[src/rtl/cpu_ctrl_pkg.sv]
// Shared encodings for the pipeline control blocks: sequencer state and the hardwired zero register.
package cpu_ctrl_pkg;

    typedef enum logic [1:0] {
        ST_RUN      = 2'd0,
        ST_MEM_WAIT = 2'd1,
        ST_ERROR    = 2'd2
    } state_t;

    localparam logic [4:0] REG_ZERO = 5'd0;

endpackage

[src/rtl/pipeline_hazard_ctrl_hazard_detect.sv]
// Load-use comparator: a load in EX whose destination feeds rs1/rs2 of the instruction in ID.
// Purely combinational, no state.
module hazard_detect
    import cpu_ctrl_pkg::*;
(
    input  logic       mem_read,
    input  logic [4:0] rd_addr,
    input  logic [4:0] rs1_addr,
    input  logic [4:0] rs2_addr,
    output logic       load_use
);

    // x0 is never a real dependency, so a load targeting it cannot stall ID.
    assign load_use = mem_read && (rd_addr != REG_ZERO) &&
                      ((rd_addr == rs1_addr) || (rd_addr == rs2_addr));

endmodule

[src/rtl/pipeline_hazard_ctrl.sv]
// Stall/flush sequencer: load-use bubbles, ID branch flushes, data-memory req/ack freeze with timeout trap.
// Control outputs are same-cycle combinational; mem_req_o is registered; counters freeze once trapped.
module pipeline_hazard_ctrl
    import cpu_ctrl_pkg::*;
#(
    parameter int MEM_TIMEOUT = 255,
    parameter int CNT_W       = 32
) (
    input  logic             clk_i,
    input  logic             rst_i,
    input  logic             IDEX_MemRead_i,
    input  logic [4:0]       IDEX_RDaddr_i,
    input  logic [4:0]       IFID_RS1addr_i,
    input  logic [4:0]       IFID_RS2addr_i,
    input  logic             Branch_i,
    input  logic             EXMEM_MemRead_i,
    input  logic             EXMEM_MemWrite_i,
    input  logic             mem_ack_i,
    output logic             mem_req_o,
    output logic             PCWrite_o,
    output logic             Stall_o,
    output logic             Flush_o,
    output logic             NoOp_o,
    output logic             pipe_en_o,
    output logic             error_o,
    output logic [CNT_W-1:0] stall_cnt_o,
    output logic [CNT_W-1:0] flush_cnt_o
);

    localparam int WAIT_W = (MEM_TIMEOUT > 1) ? $clog2(MEM_TIMEOUT) : 1;
    localparam logic [WAIT_W-1:0] WAIT_LAST = WAIT_W'((MEM_TIMEOUT > 0) ? MEM_TIMEOUT - 1 : 0);

    state_t            state;
    state_t            state_nxt;
    logic [WAIT_W-1:0] wait_cnt;
    logic              timeout_hit;
    logic              mem_op;
    logic              mem_stall;
    logic              load_use;

    assign mem_op      = EXMEM_MemRead_i | EXMEM_MemWrite_i;
    assign timeout_hit = (MEM_TIMEOUT != 0) && (wait_cnt == WAIT_LAST);

    hazard_detect u_hazard_detect (
        .mem_read (IDEX_MemRead_i),
        .rd_addr  (IDEX_RDaddr_i),
        .rs1_addr (IFID_RS1addr_i),
        .rs2_addr (IFID_RS2addr_i),
        .load_use (load_use)
    );

    always_ff @(posedge clk_i or negedge rst_i) begin
        if (!rst_i) begin
            state <= ST_RUN;
        end else begin
            state <= state_nxt;
        end
    end

    always_comb begin
        state_nxt = state;
        case (state)
            ST_RUN:      if (mem_op) state_nxt = ST_MEM_WAIT;
            ST_MEM_WAIT: begin
                if (mem_ack_i) begin
                    state_nxt = ST_RUN;
                end else if (timeout_hit) begin
                    state_nxt = ST_ERROR;
                end
            end
            ST_ERROR:    state_nxt = ST_ERROR;
            default:     state_nxt = ST_RUN;
        endcase
    end

    // On ack the pipe advances this same cycle, so the serviced op is gone before RUN samples mem_op again.
    always_comb begin
        mem_stall = ((state == ST_RUN) && mem_op) ||
                    ((state == ST_MEM_WAIT) && !mem_ack_i) ||
                    (state == ST_ERROR);
        pipe_en_o = !mem_stall;
        PCWrite_o = !mem_stall && !load_use;
        Stall_o   = mem_stall || load_use;
        NoOp_o    = !mem_stall && load_use;
        Flush_o   = !mem_stall && !load_use && Branch_i;
        error_o   = (state == ST_ERROR);
    end

    always_ff @(posedge clk_i or negedge rst_i) begin
        if (!rst_i) begin
            wait_cnt  <= '0;
            mem_req_o <= 1'b0;
        end else begin
            mem_req_o <= (state_nxt == ST_MEM_WAIT);
            if (state == ST_RUN) begin
                wait_cnt <= '0;
            end else if ((state == ST_MEM_WAIT) && !mem_ack_i) begin
                wait_cnt <= wait_cnt + 1'b1;
            end
        end
    end

    always_ff @(posedge clk_i or negedge rst_i) begin
        if (!rst_i) begin
            stall_cnt_o <= '0;
            flush_cnt_o <= '0;
        end else if (state != ST_ERROR) begin
            if (Stall_o) stall_cnt_o <= stall_cnt_o + CNT_W'(1);
            if (Flush_o) flush_cnt_o <= flush_cnt_o + CNT_W'(1);
        end
    end

endmodule

[config.mk]
export PLATFORM = sky130hd
export DESIGN_NAME = pipeline_hazard_ctrl
export DESIGN_NICKNAME = d
export VERILOG_FILES = /design/src/rtl/cpu_ctrl_pkg.sv /design/src/rtl/pipeline_hazard_ctrl_hazard_detect.sv /design/src/rtl/pipeline_hazard_ctrl.sv
export SDC_FILE = /design/constraint.sdc
export NUM_CORES = 1
export LEC_CHECK = 0
export ABC_AREA = 1
export CORE_UTILIZATION = 37
export DETAILED_ROUTE_END_ITERATION = 10
export PLACE_DENSITY = 0.65
export SLEW_MARGIN = 20
export SYNTH_ARGS = -nofsm -noshare
export SYNTH_HDL_FRONTEND = slang
export SYNTH_SLANG_ARGS = --single-unit
[constraint.sdc]
create_clock -name clk_i -period 3.5 [get_ports clk_i]
set_clock_uncertainty 0.05 [all_clocks]
set_input_delay 0.875 -clock clk_i [delete_from_list [all_inputs] [get_ports clk_i]]
set_output_delay 0.875 -clock clk_i [all_outputs]
set_load 0.01 [all_outputs]
==> results.toml, run 1 <==
[routing]
drt_wl_total_mm = 13.93
avgViaCountPerCell = 4.893
drt_pass1_iterations = 5
wl_per_cell_um = 13.15
drc = 0
drt_iter0_drc = 357
drtAntennaViolNets = 0
vias = 5182

[sta]
setup_violations = 0
timing.fmax_ghz = 0.3048
tightestPinTransition_ns = 0.3732
drv_slew = 0
rsz0062_at_grt = "no"
fin_crit_sh_pct = 93.75
final_hold_viol_count = 0
min_period_ns = 3.281
slew_headroom_pct = 74.93
holdWs_ns = 0.3513

[clock_tree]
numCtsBuffers = 9
cts_buffer_depth = 2
cts.clk_slew.worst_paths_ns = 0.06
clock-sinks = 75
cts_root_buffer = "clkbuf_16"
insertion_delay_ns = 0.35
cts_tree = "yes"
ctsHtreeMaxLevel = 3

[global_route]
track_usage_pct = 20.41
antenna_found_initial = 0
grt_max_degree = 76
grt_pass1_vias = 4799
grt.overflow.total = 0
grt_pass1_wl_mm = 23.41

[floorplan]
die_h_um = 119.9
dieArea_mm2 = 0.01438
core_region_area_mm2 = 0.01340
start_util_pct = 38.39
die_x_um = 119.9
pin_count = 93
std_cell_rows = 42

[placement]
dp_hpwl_mm = 10.18
portBuffers = 92
gp_congestion = 0.9471

[finish]
area_growth_pct = 27.75
drive_gt1_share_pct = 6.455
fin_util_pct = 49.05
antenna_cells = 0
fin_nets = 904

[logic_synthesis]
synth_seq_cells = 75
netlist.area_leader.share_pct = 36.48
avgSynthCellArea_um2 = 6.571
synth_area_leaders = "dfrtp_1, nand2_1, nor2_1"
yosys_warnings = 0
synth_area_mm2 = 0.005145
ys_seq_area_share_pct = 36.48
syn_inst = 783
syn_nets = 809
yosysUniqueCellTypes = 28
yosysTopAreaCell = "dfrtp_1"

[worst_setup_path]
cp_max_fo = 5
critical_path_required_ns = 2.57
critPathLaunchType = "primary input"
crit_type = "primary input to primary output"
crit_arrival_ns = 2.36
cp-end-kind = "primary output"

[job]
maxCapViolCount = 0

[min_path]
hp-class = "primary input to async pin"

[pwr]
power_leakage_nw = 3.103
power_density_mw_per_mm2 = 282.8
ir_worst_vdd_mv = 0.1778

[status]
status = "complete, no violations"
-- cells in the mapped netlist --
library cell,count
nand2_1,355
nor2_1,107
dfrtp_1,75
nand3_1,43
inv_1,38
nand4_1,36
nand3b_1,27
xor2_1,20
xnor2_1,14
inv_2,8
buf_2,7
nor2_2,7
buf_4,6
clkbuf_1,6
a21oi_1,5
o21ai_0,5
ha_1,4
nor3_1,4
buf_6,3
nand3_2,3
nand2_2,2
nand2_4,2
buf_1,1
nor2_4,1
nor3_4,1
o21ai_2,1
o22ai_1,1
o32ai_1,1
-- critical path, cell delays in order --
cell             delay, ns
clkdlybuf4s50_1       0.50
inv_1                 0.08
nand2_1               0.06
nand2_1               0.04
nor2_1                0.11
nand3_1               0.08
nand2_1               0.10
nand2_4               0.09
nand3_2               0.10
inv_1                 0.04
dlygate4sd2_1         0.27
-- repair_timing --
| action | CTS | global route |
|---|---|---|
| hold buffers | 0 | 0 |
| gates resized for setup | 4 | 3 |
| hold endpoints to repair | 0 | 0 |
| endpoints found under the setup margin | 4 | 2 |
| setup buffers | 0 | 0 |
-- registers in the layout, indices dropped and copies added (netlist names) --
| signal | flops |
|---|---|
| state | 2 |
| mem_req_o | 1 |
| stall_cnt_o | 32 |
| wait_cnt | 8 |
| flush_cnt_o | 32 |
-- report_power, final --
part,internal [mW],switching [mW],leakage (nW),total [mW]
Clock,0.520,0.384,0.142,0.904
Combinational,0.0359,0.0476,1.93,0.0835
Sequential,0.869,0.00221,1.03,0.872
-- cell type report --
cell class | instances | area (um2)
clock buffers | 11 | 252.7
fillers | 1394 | 6828
repair buffers | 107 | 1055
flip-flops and latches | 75 | 1877
multi-input cells | 639 | 2960
clock inverters | 5 | 35.03
inverters | 46 | 172.7
well taps | 176 | 220.2
-- worst paths after layout --
check	cells after the start	start	to	slack (ns)
min in group clk_i	2	flush_cnt_o[31]$_DFFE_PN0P_	flush_cnt_o[31]$_DFFE_PN0P_	0.48
max in group asynchronous	2	rst_i	flush_cnt_o[23]$_DFFE_PN0P_	2.49
worst min register to register	2	flush_cnt_o[31]$_DFFE_PN0P_	flush_cnt_o[31]$_DFFE_PN0P_	0.48
worst min-delay path	1	rst_i	stall_cnt_o[3]$_DFFE_PN0P_	0.35
worst max-delay path	11	IDEX_RDaddr_i[1]	Flush_o	0.22
worst max register to register	10	state[1]$_DFF_PN0_	stall_cnt_o[6]$_DFFE_PN0P_	1.45
-- stage by stage --
stage / worst slack (ns) / setup TNS (ns) / instances / total power, mW / cell area (um2)
after detailed placement: -0.04359 / -0.1277 / 1042 / 0.9689 / 6248
after floorplan: 0.8149 / 0 / 783 / 0.9161 / 5145
after global placement: -0.04360 / -0.08881 / 1042 / 0.9678 / 6248
final: 0.2187 / 0 / 1059 / 1.859 / 6573
after CTS: 0.01014 / 0 / 1058 / 1.882 / 6538
after global routing: 0.08985 / 0 / 1059 / 1.926 / 6573
-- per-layer routing --
metal	routed length, um	vias to the layer above	GRT usage, %
met5	0	-	0
met4	235	0	7.813
met3	676	17	4.087
met2	6214	127	31.61
met1	6798	2368	27.87
li1	-	2670	-
-- cells in the final DEF (no fill, tap or decap), types with 2 or more instances in the layout --
cell type / synthesis / final
buf_4: 6 / 15
xor2_1: 20 / 20
dlymetal6s2s_1: 0 / 3
nand2_4: 2 / 3
nand3_1: 43 / 43
a21oi_1: 5 / 5
nor2_1: 107 / 107
nand4_1: 36 / 36
nand3_2: 3 / 3
dfrtp_1: 75 / 75
nand2_1: 355 / 355
nand3b_1: 27 / 27
clkbuf_8: 0 / 2
inv_1: 38 / 38
inv_2: 8 / 8
dlygate4sd2_1: 0 / 3
nor3_1: 4 / 4
nor2_2: 7 / 7
xnor2_1: 14 / 14
o21ai_0: 5 / 5
clkdlybuf4s50_1: 0 / 85
clkinv_2: 0 / 2
ha_1: 4 / 4
clkbuf_16: 0 / 9
-- kinds of logic (layout without fill, tap and decap cells) --
family / count (synthesis) / after routing / share of synthesized area [%]
adder cells (fa/ha/maj): 4 / 4 / 0.9728
flip-flops: 75 / 75 / 36.48
XOR/XNOR: 34 / 34 / 5.788
AO/OA/AOI/OAI: 13 / 13 / 1.435
AND/OR/NAND/NOR: 588 / 588 / 49.25
buffers and inverters: 69 / 169 / 6.080
Note: power is estimated with default switching activity, not from simulation.
==> run 2: changes to the inputs <==
--- a/config.mk
+++ b/config.mk
@@ -6,9 +6,9 @@
 export NUM_CORES = 1
 export LEC_CHECK = 0
 export ABC_AREA = 1
-export CORE_UTILIZATION = 37
+export CORE_UTILIZATION = 40
 export DETAILED_ROUTE_END_ITERATION = 10
-export PLACE_DENSITY = 0.65
+export PLACE_DENSITY_LB_ADDON = 0.1
 export SLEW_MARGIN = 20
 export SYNTH_ARGS = -nofsm -noshare
 export SYNTH_HDL_FRONTEND = slang
==> results.toml, run 2 (synthesis results as in run 1) <==
[floorplan]
dieArea_mm2 = 0.01332
start_util_pct = 40.94
std_cell_rows = 41
die_x_um = 115.4
core_region_area_mm2 = 0.01257
pin_count = 93
die_h_um = 115.4

[clock_tree]
clock-sinks = 75
cts_root_buffer = "clkbuf_16"
cts_setup_buffers = 0
cts.clk_slew.worst_paths_ns = 0.06
cts_buffer_depth = 2
numCtsBuffers = 9
ctsHtreeMaxLevel = 3
insertion_delay_ns = 0.35
cts_tree = "yes"

[pwr]
power_mw = 1.890
power_leakage_nw = 3.075
ir_worst_vdd_mv = 0.3527
power_density_mw_per_mm2 = 289.9

[routing]
drt_wl_total_mm = 14.47
avgViaCountPerCell = 4.998
drt_pass1_iterations = 6
drt_iter0_drc = 353
vias = 5253
wl_per_cell_um = 13.77
drtAntennaViolNets = 0
drc = 0

[sta]
setup_violations = 0
slew_headroom_pct = 35.02
rsz0062_at_grt = "no"
fin_crit_sh_pct = 94.06
drv_slew = 0
min_period_ns = 3.292
tightestPinTransition_ns = 0.9747
final_hold_viol_count = 0
fin_ws_ns = 0.2078
timing.fmax_ghz = 0.3037

[worst_setup_path]
r2r-start = "state[1]$_DFF_PN0_"
ff2ff_path_depth = 9
r2r_end = "stall_cnt_o[4]$_DFFE_PN0P_"
critical_path_required_ns = 2.57
crit_path_cell_trace = "clkdlybuf4s50_1 > inv_1 > nand2_1 > nand2_1 > nor2_1 > nand3_1 > nand2_1 > nand2_4 > nand3_2 > inv_1 > dlygate4sd2_1"
crit_arrival_ns = 2.37
crit_top_cell = "nand2_1"
cp_slowest_stage_delay_ns = 0.50
critPathLaunchType = "primary input"
crit_type = "primary input to primary output"
slowest_stage = "clkdlybuf4s50_1"
r2r_slack_ns = 1.25
cp-end-kind = "primary output"
cp_max_fo = 8

[global_route]
grt.overflow.total = 0
grt_pass1_vias = 5039
grt_pass1_wl_mm = 24.07
grt_max_degree = 76
track_usage_pct = 23.13
antenna_found_initial = 0

[finish]
reg_top3 = "flush_cnt_o: 32 flops, stall_cnt_o: 32 flops, wait_cnt: 8 flops"
drive_gt1_share_pct = 5.916
antenna_cells = 0
final-instance-count-excl-fill = 1051
area_growth_pct = 26.73
fin_nets = 900
most-common-layout-cells = "nand2_1, nor2_1, clkdlybuf4s50_1, dfrtp_1, nand3_1"
fin_util_pct = 51.88
layout_commonest_cell = "nand2_1"

[placement]
dp_hpwl_mm = 10.65
pre_cts_ws_ns = -0.1531
dp.cells = 1035
portBuffers = 92
gp_congestion = 0.9263

[status]
status = "complete, no violations"

[min_path]
hp-start = "flush_cnt_o[31]$_DFFE_PN0P_"
worstHoldEndpoint = "flush_cnt_o[31]$_DFFE_PN0P_"
hp-class = "flip-flop to flip-flop"
hold_path_depth = 2

[job]
maxCapViolCount = 0
## run 2: power by group
part           switching [mW]  leakage (nW)  internal, mW
Sequential            0.00210          1.03         0.869
Clock                   0.385         0.143         0.553
Combinational          0.0478          1.90        0.0321
## run 2: critical path, delay by kind of cell
family	cells	cell delay (ns)
buffers and inverters	4	0.90
AND/OR/NAND/NOR	7	0.59
## run 2: what timing repair did
item,in CTS,in global routing
gates resized for setup,5,2
setup endpoints to repair,4,1
hold buffers,0,0
pin swaps,1,0
## run 2: worst max path at each step
stage | start | cells past startpoint | to | slack (ns)
final | IDEX_RDaddr_i[1] | 11 | Flush_o | 0.21
after global routing | IDEX_RDaddr_i[1] | 11 | Flush_o | 0.04
after CTS | IDEX_RDaddr_i[3] | 9 | PCWrite_o | 0.009
after detailed placement | IDEX_RDaddr_i[3] | 9 | Flush_o | -0.15
after global placement | IDEX_RDaddr_i[0] | 10 | Flush_o | -0.1
after floorplan | mem_ack_i | 7 | PCWrite_o | 0.81
## run 2: area by class of cell
type | count | area, um2
clock buffers | 10 | 229.0
flip-flops and latches | 75 | 1877
multi-input cells | 639 | 2960
repair buffers | 103 | 1001
fillers | 1287 | 6048
well taps | 172 | 215.2
inverters | 46 | 172.7
clock inverters | 6 | 65.06
## run 2: metal layers
layer | vias to the layer above | part of all wire, % | GRT usage, %
li1 | 2657 | - | -
met1 | 2470 | 47 | 29.84
met2 | 112 | 48 | 38.76
met3 | 14 | 4.1 | 5.126
met4 | 0 | 1.3 | 6.840
met5 | - | 0 | 0
## run 2: through the flow
| stage | area, um2 | setup TNS, ns | hold WS, ns |
|---|---|---|---|
| 2_1_floorplan | 5145 | 0 | 0.4533 |
| 3_3_place_gp | 6221 | -0.1863 | 0.4627 |
| 3_5_place_dp | 6221 | -0.4088 | 0.4644 |
| 4_1_cts | 6515 | 0 | 0.4833 |
| 5_1_grt | 6520 | 0 | 0.5298 |
| 6_report | 6520 | 0 | 0.4795 |
==> RTL edit 1, RTL diff (flow settings as in run 1) <==
Set the parameter `MEM_TIMEOUT` to 510 (it was 255).
--- a/src/rtl/pipeline_hazard_ctrl.sv
+++ b/src/rtl/pipeline_hazard_ctrl.sv
@@ -5,3 +5,3 @@
 #(
-    parameter int MEM_TIMEOUT = 255,
+    parameter int MEM_TIMEOUT = 510,
     parameter int CNT_W       = 32
Formal check against the unedited RTL: same outputs for any inputs over 10 cycles, from zero or initial values and one cycle with rst_i low; that may be too few to reach the edited logic, so the function may still have changed.
==> RTL edit 1 against run 1 <==
Area after synthesis increased by 0.88%; design area about the same; combinational power shrank 12%; wire length is 1.5% higher; final cell count increased by 0.57%; sequential cell count is 1 higher; setup slack lost 0.099 ns; power is 2.7% lower; largest cell class unchanged.
==> RTL edit 1: results (changes against run 1) <==
Status:
- The run finished with clean final reports.

Yosys:
- The unique cell type count in the Yosys netlist is 29 (+3.6%).
- The proportion of synthesized chip area in sequential cells is 36.6% (+0.17 points).
- In the synthesized netlist, the cells that appear most often are 363 x nand2_1, 108 x nor2_1, 76 x dfrtp_1.
- The number of nets produced by synthesis was 817 (+0.99%).
- Sorting the synthesized cells by area gives the leading types as dfrtp_1 37%, nand2_1 26%, nor2_1 7.8%.

Hold path:
- The worst hold-check path type is reg -> reg.

Detailed routing:
- The first-iteration detailed-routing DRC count was 316 (-11%).
- The wire length after detailed routing was 14100 microns (+1.5%).
- The sum of met2 wire segment lengths after detailed routing was 6530 microns (+5.1%).
- The length of the first detailed-routing pass in iterations is 4 (-1).
- The routed via count is 5254 (+1.4%).
- The total routed wire length on the met1 layer is 6750 microns (-0.69%).
- The met3 wire length is 570 microns (-16%).

Global routing:
- The global routing usage on met3 is 4.43% (+0.35 points).
- The pin count of the biggest net entering global routing was 77 (+1.3%).
- The first-pass GRT wire length is 24100 microns (+3.1%).
- The met2 capacity usage during global routing is 34.8% (+3.2 points).
- The met1 usage in global routing is 26.7% (-1.1 points).
- The number of global-route vias before repair is 5021 (+4.6%).

Pwr:
- The worst ir drop on vdd is 0.000190 V (+6.9%).
- The internal power came to 1.38 mW (-2.9%).
- The leakage power summed over all cells was 3.14 nW (+1.1%).

Worst setup path:
- The worst endpoint data arrival time is 2.46 ns (+0.10 ns).
- The critical register-to-register path endpoint is flush_cnt_o[16].
- The delay of the slowest critical-path stage is 0.54 ns (+0.04 ns).
- The peak fanout along the critical path came to 3 (-2).
- The worst setup path endpoint is pipe_en_o.
- Tracing the worst setup path back leads to its startpoint at EXMEM_MemWrite_i.
- The logic depth of the worst register-to-register path is 8 (-2).

Cells and area:
- The share of cells above drive strength 1 came to 5.96% (-0.49 points).
- The final net count came to 910 (+0.66%).
- The number of standard cells in the final layout excluding fillers is 1065 (+0.57%).
- The largest registers in the layout are flush_cnt_o: 32 flops, stall_cnt_o: 32 flops, wait_cnt: 9 flops.
- The final-layout fill cell count is 1415 (+1.5%).

Placement:
- The final RePlAce weighted congestion was 0.929 (-1.9%).
- The cell count after placement is 1047 (+0.48%).
- The total half-perimeter wirelength after legalization and detailed placement is 10300 microns (+1.1%).

Timing:
- The smallest hold slack came to 0.467 ns (+0.115 ns).
## RTL edit 1: final cells by class
type                       instances  area [sq um]  share of cell area [%]
inverter                          48           180                    2.74
multi-input combinational        644          2970                    45.2
timing repair buffer             105          1030                    15.7
clock buffer                       9           225                    3.43
tap                              176           220                    3.35
clock inverter                     7          43.8                   0.666
sequential                        76          1900                    28.9
## RTL edit 1: cells by family after synthesis
| kind of cell | Yosys count | synth area share [%] |
|---|---|---|
| buffers and inverters | 71 | 6.17 |
| AOI/OAI and AO/OA | 18 | 1.90 |
| DFF | 76 | 36.6 |
| adders and majority gates | 4 | 0.964 |
| and+or+nand+nor | 589 | 48.7 |
| muxes | 1 | 0.193 |
| xor gates and xnor gates | 32 | 5.40 |
## RTL edit 1: power by group through the flow
stage | logic, mW | clock network (mW) | registers (mW)
2_1_floorplan | 0.0254 | 0 | 0.895
3_3_place_gp | 0.0741 | 0 | 0.895
3_5_place_dp | 0.0754 | 0 | 0.895
4_1_cts | 0.0756 | 0.882 | 0.878
5_1_grt | 0.0832 | 0.917 | 0.878
6_report | 0.0735 | 0.857 | 0.879
## RTL edit 1: worst register-to-register path, stage by stage (launching register included)
cell and delay [ns]:
dfrtp_1 0.52, ha_1 0.34, inv_1 0.10, nor2_2 0.26, nand2_1 0.19, nor2_1 0.17
xor2_1 0.16, nand4_1 0.11, nand2_1 0.08
## RTL edit 1: stage by stage
step / worst slack (ns) / area (sq um) / setup TNS [ns]
after global routing: 0.0246 / 6570 / 0
after global placement: -0.0560 / 6270 / -0.101
after CTS: 0.00455 / 6550 / 0
final: 0.119 / 6570 / 0
after detailed placement: -0.0759 / 6270 / -0.160
after floorplan: 0.808 / 5190 / 0
## RTL edit 1: repair_timing
action	in CTS	in global routing
endpoints found under the setup margin	4	4
resized for setup	3	8
pin swaps	1	1
buffers inserted	1	1
==> RTL edit 2, RTL diff (flow settings as in run 1) <==
Made on the original files. Encoding of `state_t`: now one-hot (3 bits for 3 states).
--- a/src/rtl/cpu_ctrl_pkg.sv
+++ b/src/rtl/cpu_ctrl_pkg.sv
@@ -3,6 +3,6 @@
 
-    typedef enum logic [1:0] {
-        ST_RUN      = 2'd0,
-        ST_MEM_WAIT = 2'd1,
-        ST_ERROR    = 2'd2
+    typedef enum logic [2:0] {
+        ST_RUN      = 3'b001,
+        ST_MEM_WAIT = 3'b010,
+        ST_ERROR    = 3'b100
     } state_t;
Behaviour: same outputs for any inputs over 10 cycles, from zero or initial values and one cycle with rst_i low; not proved beyond that.
==> RTL edit 2 against run 1 <==
Design area grew 0.99%; area after synthesis shrank 1.0%; wire length grew 0.14%; critical path type unchanged; sequential cell count grew 1; critical path depth is the same; setup slack lost 0.024 ns.
Power is not compared: it rests on default switching activity, and its combinational part moved more than twofold at a synthesized area within 25%.
==> RTL edit 2: results (changes against run 1) <==
Status:
- The flow ran to the end, and the final reports show no timing, DRC or antenna violations.

Worst setup path:
- The worst reg-to-reg setup slack is 1.20 ns (-0.25 ns).
- The peak fanout along the critical path came to 7 (+2).
- The origin of the critical flop-to-flop path is state[0].
- In this run the worst setup path terminates at NoOp_o.
- The worst endpoint data arrival time is 2.38 ns (+0.02 ns).
- The most critical setup path has its startpoint at IFID_RS1addr_i[1].
- The endpoint identified for the worst register-to-register timing path is stall_cnt_o[2].

Cells and area:
- The area of combinational cells with multiple inputs was 2920 sq um (-1.4%).
- The sequential cell area is 1900 sq um (+1.4%).
- The non-clock buffer area fraction after layout was 15.9% (-0.16 points).
- The growth of design area from synthesis to finish is 30.3%.
- The final-layout fill cell count came to 1361 (-2.4%).
- The number of inverters outside the clock class in the layout was 50 (+8.7%).
- The share of final layout cell area taken by clock buffers and inverters is 5.30% (+0.92 points).
- The clock tree buffer count of the final layout is 12 (+1).
- The multi-input combinational cell count is 641 (+0.31%).
- The number of standard cells in the final layout excluding fillers is 1066 (+0.66%).

Global routing:
- The number of global-route vias before repair is 5035 (+4.9%).
- The first-pass GRT wire length is 23900 microns (+2.2%).
- The pin count of the biggest net entering global routing is 77 (+1.3%).
- The total global-route track usage was 20.9% (+0.49 points).

Placement:
- The pre-CTS setup slack is -0.210 ns (-0.167 ns).
- The placement-stage cell area is 6260 sq um (+0.22%).
- The final RePlAce weighted congestion is 0.944 (-0.34%).
- The total half-perimeter wirelength after legalization and detailed placement was 10100 microns (-0.60%).

Yosys:
- The unique cell type count in the Yosys netlist is 22 (-21%).
- The proportion of synthesized chip area in sequential cells came to 37.4% (+0.89 points).
- The synthesized area divided by synthesized cell count came to 6.45 sq um (-1.8%).
- Ranked by instance count, the synthesized netlist is headed by 356 x nand2_1, 115 x nor2_1, 75 x dfrtp_1.
- After synthesis, the cell types taking the most area are dfrtp_1 37%, nand2_1 26%, nor2_1 8.5%.
- The fraction of synthesis flops using an asynchronous set or reset pin is 100% (unchanged).
- The flip-flop and latch count after synthesis is 76 (+1.3%).
- The number of nets produced by synthesis is 815 (+0.74%).

Floorplan:
- The width of the chip is 119 microns (-0.50%).

Detailed routing:
- The first-iteration detailed-routing DRC count is 287 (-20%).
- The routed via count divided by cell count was 4.90 (+0.13%).
- The average detailed-routed wire length per instance is 13.1 microns (-0.51%).

Hold path:
- The min-delay analysis places its worst path in the category reg -> reg.

Timing:
- The transition time at the pin with the least slew margin is 0.708 ns (+0.335 ns).
- The timing-limited maximum frequency is 303 MHz (-0.73%).
- The smallest hold slack came to 0.454 ns (+0.102 ns).

CTS:
- The post-cts repair resize count is 5 (+1).
## RTL edit 2: layer usage
layer / up-vias / wire length [microns] / global-route usage, %
met5: - / 0 / 0
met4: 0 / 170 / 6.09
met3: 17 / 696 / 5.17
met2: 121 / 6620 / 34.4
met1: 2400 / 6460 / 27.0
li1: 2685 / - / -
## RTL edit 2: kinds of logic after synthesis
logic type,count (synthesis),share of synthesized area [%]
AO/OA/AOI/OAI,15,1.50
XOR/XNOR,32,5.50
AND/OR/NAND/NOR,590,49.1
adder cells (fa/ha/maj),4,0.983
buffers and inverters,72,5.53
flip-flops,76,37.4
## RTL edit 2: worst register-to-register path, stage by stage, from the launching register on
cell,delay [ns]
dfstp_2,0.54
nand3_2,0.18
nor2_1,0.27
nor3_4,0.10
buf_4,0.15
nand2_2,0.09
buf_4,0.34
nand2_1,0.12
buf_4,0.22
nand2_1,0.08
nand2_1,0.05
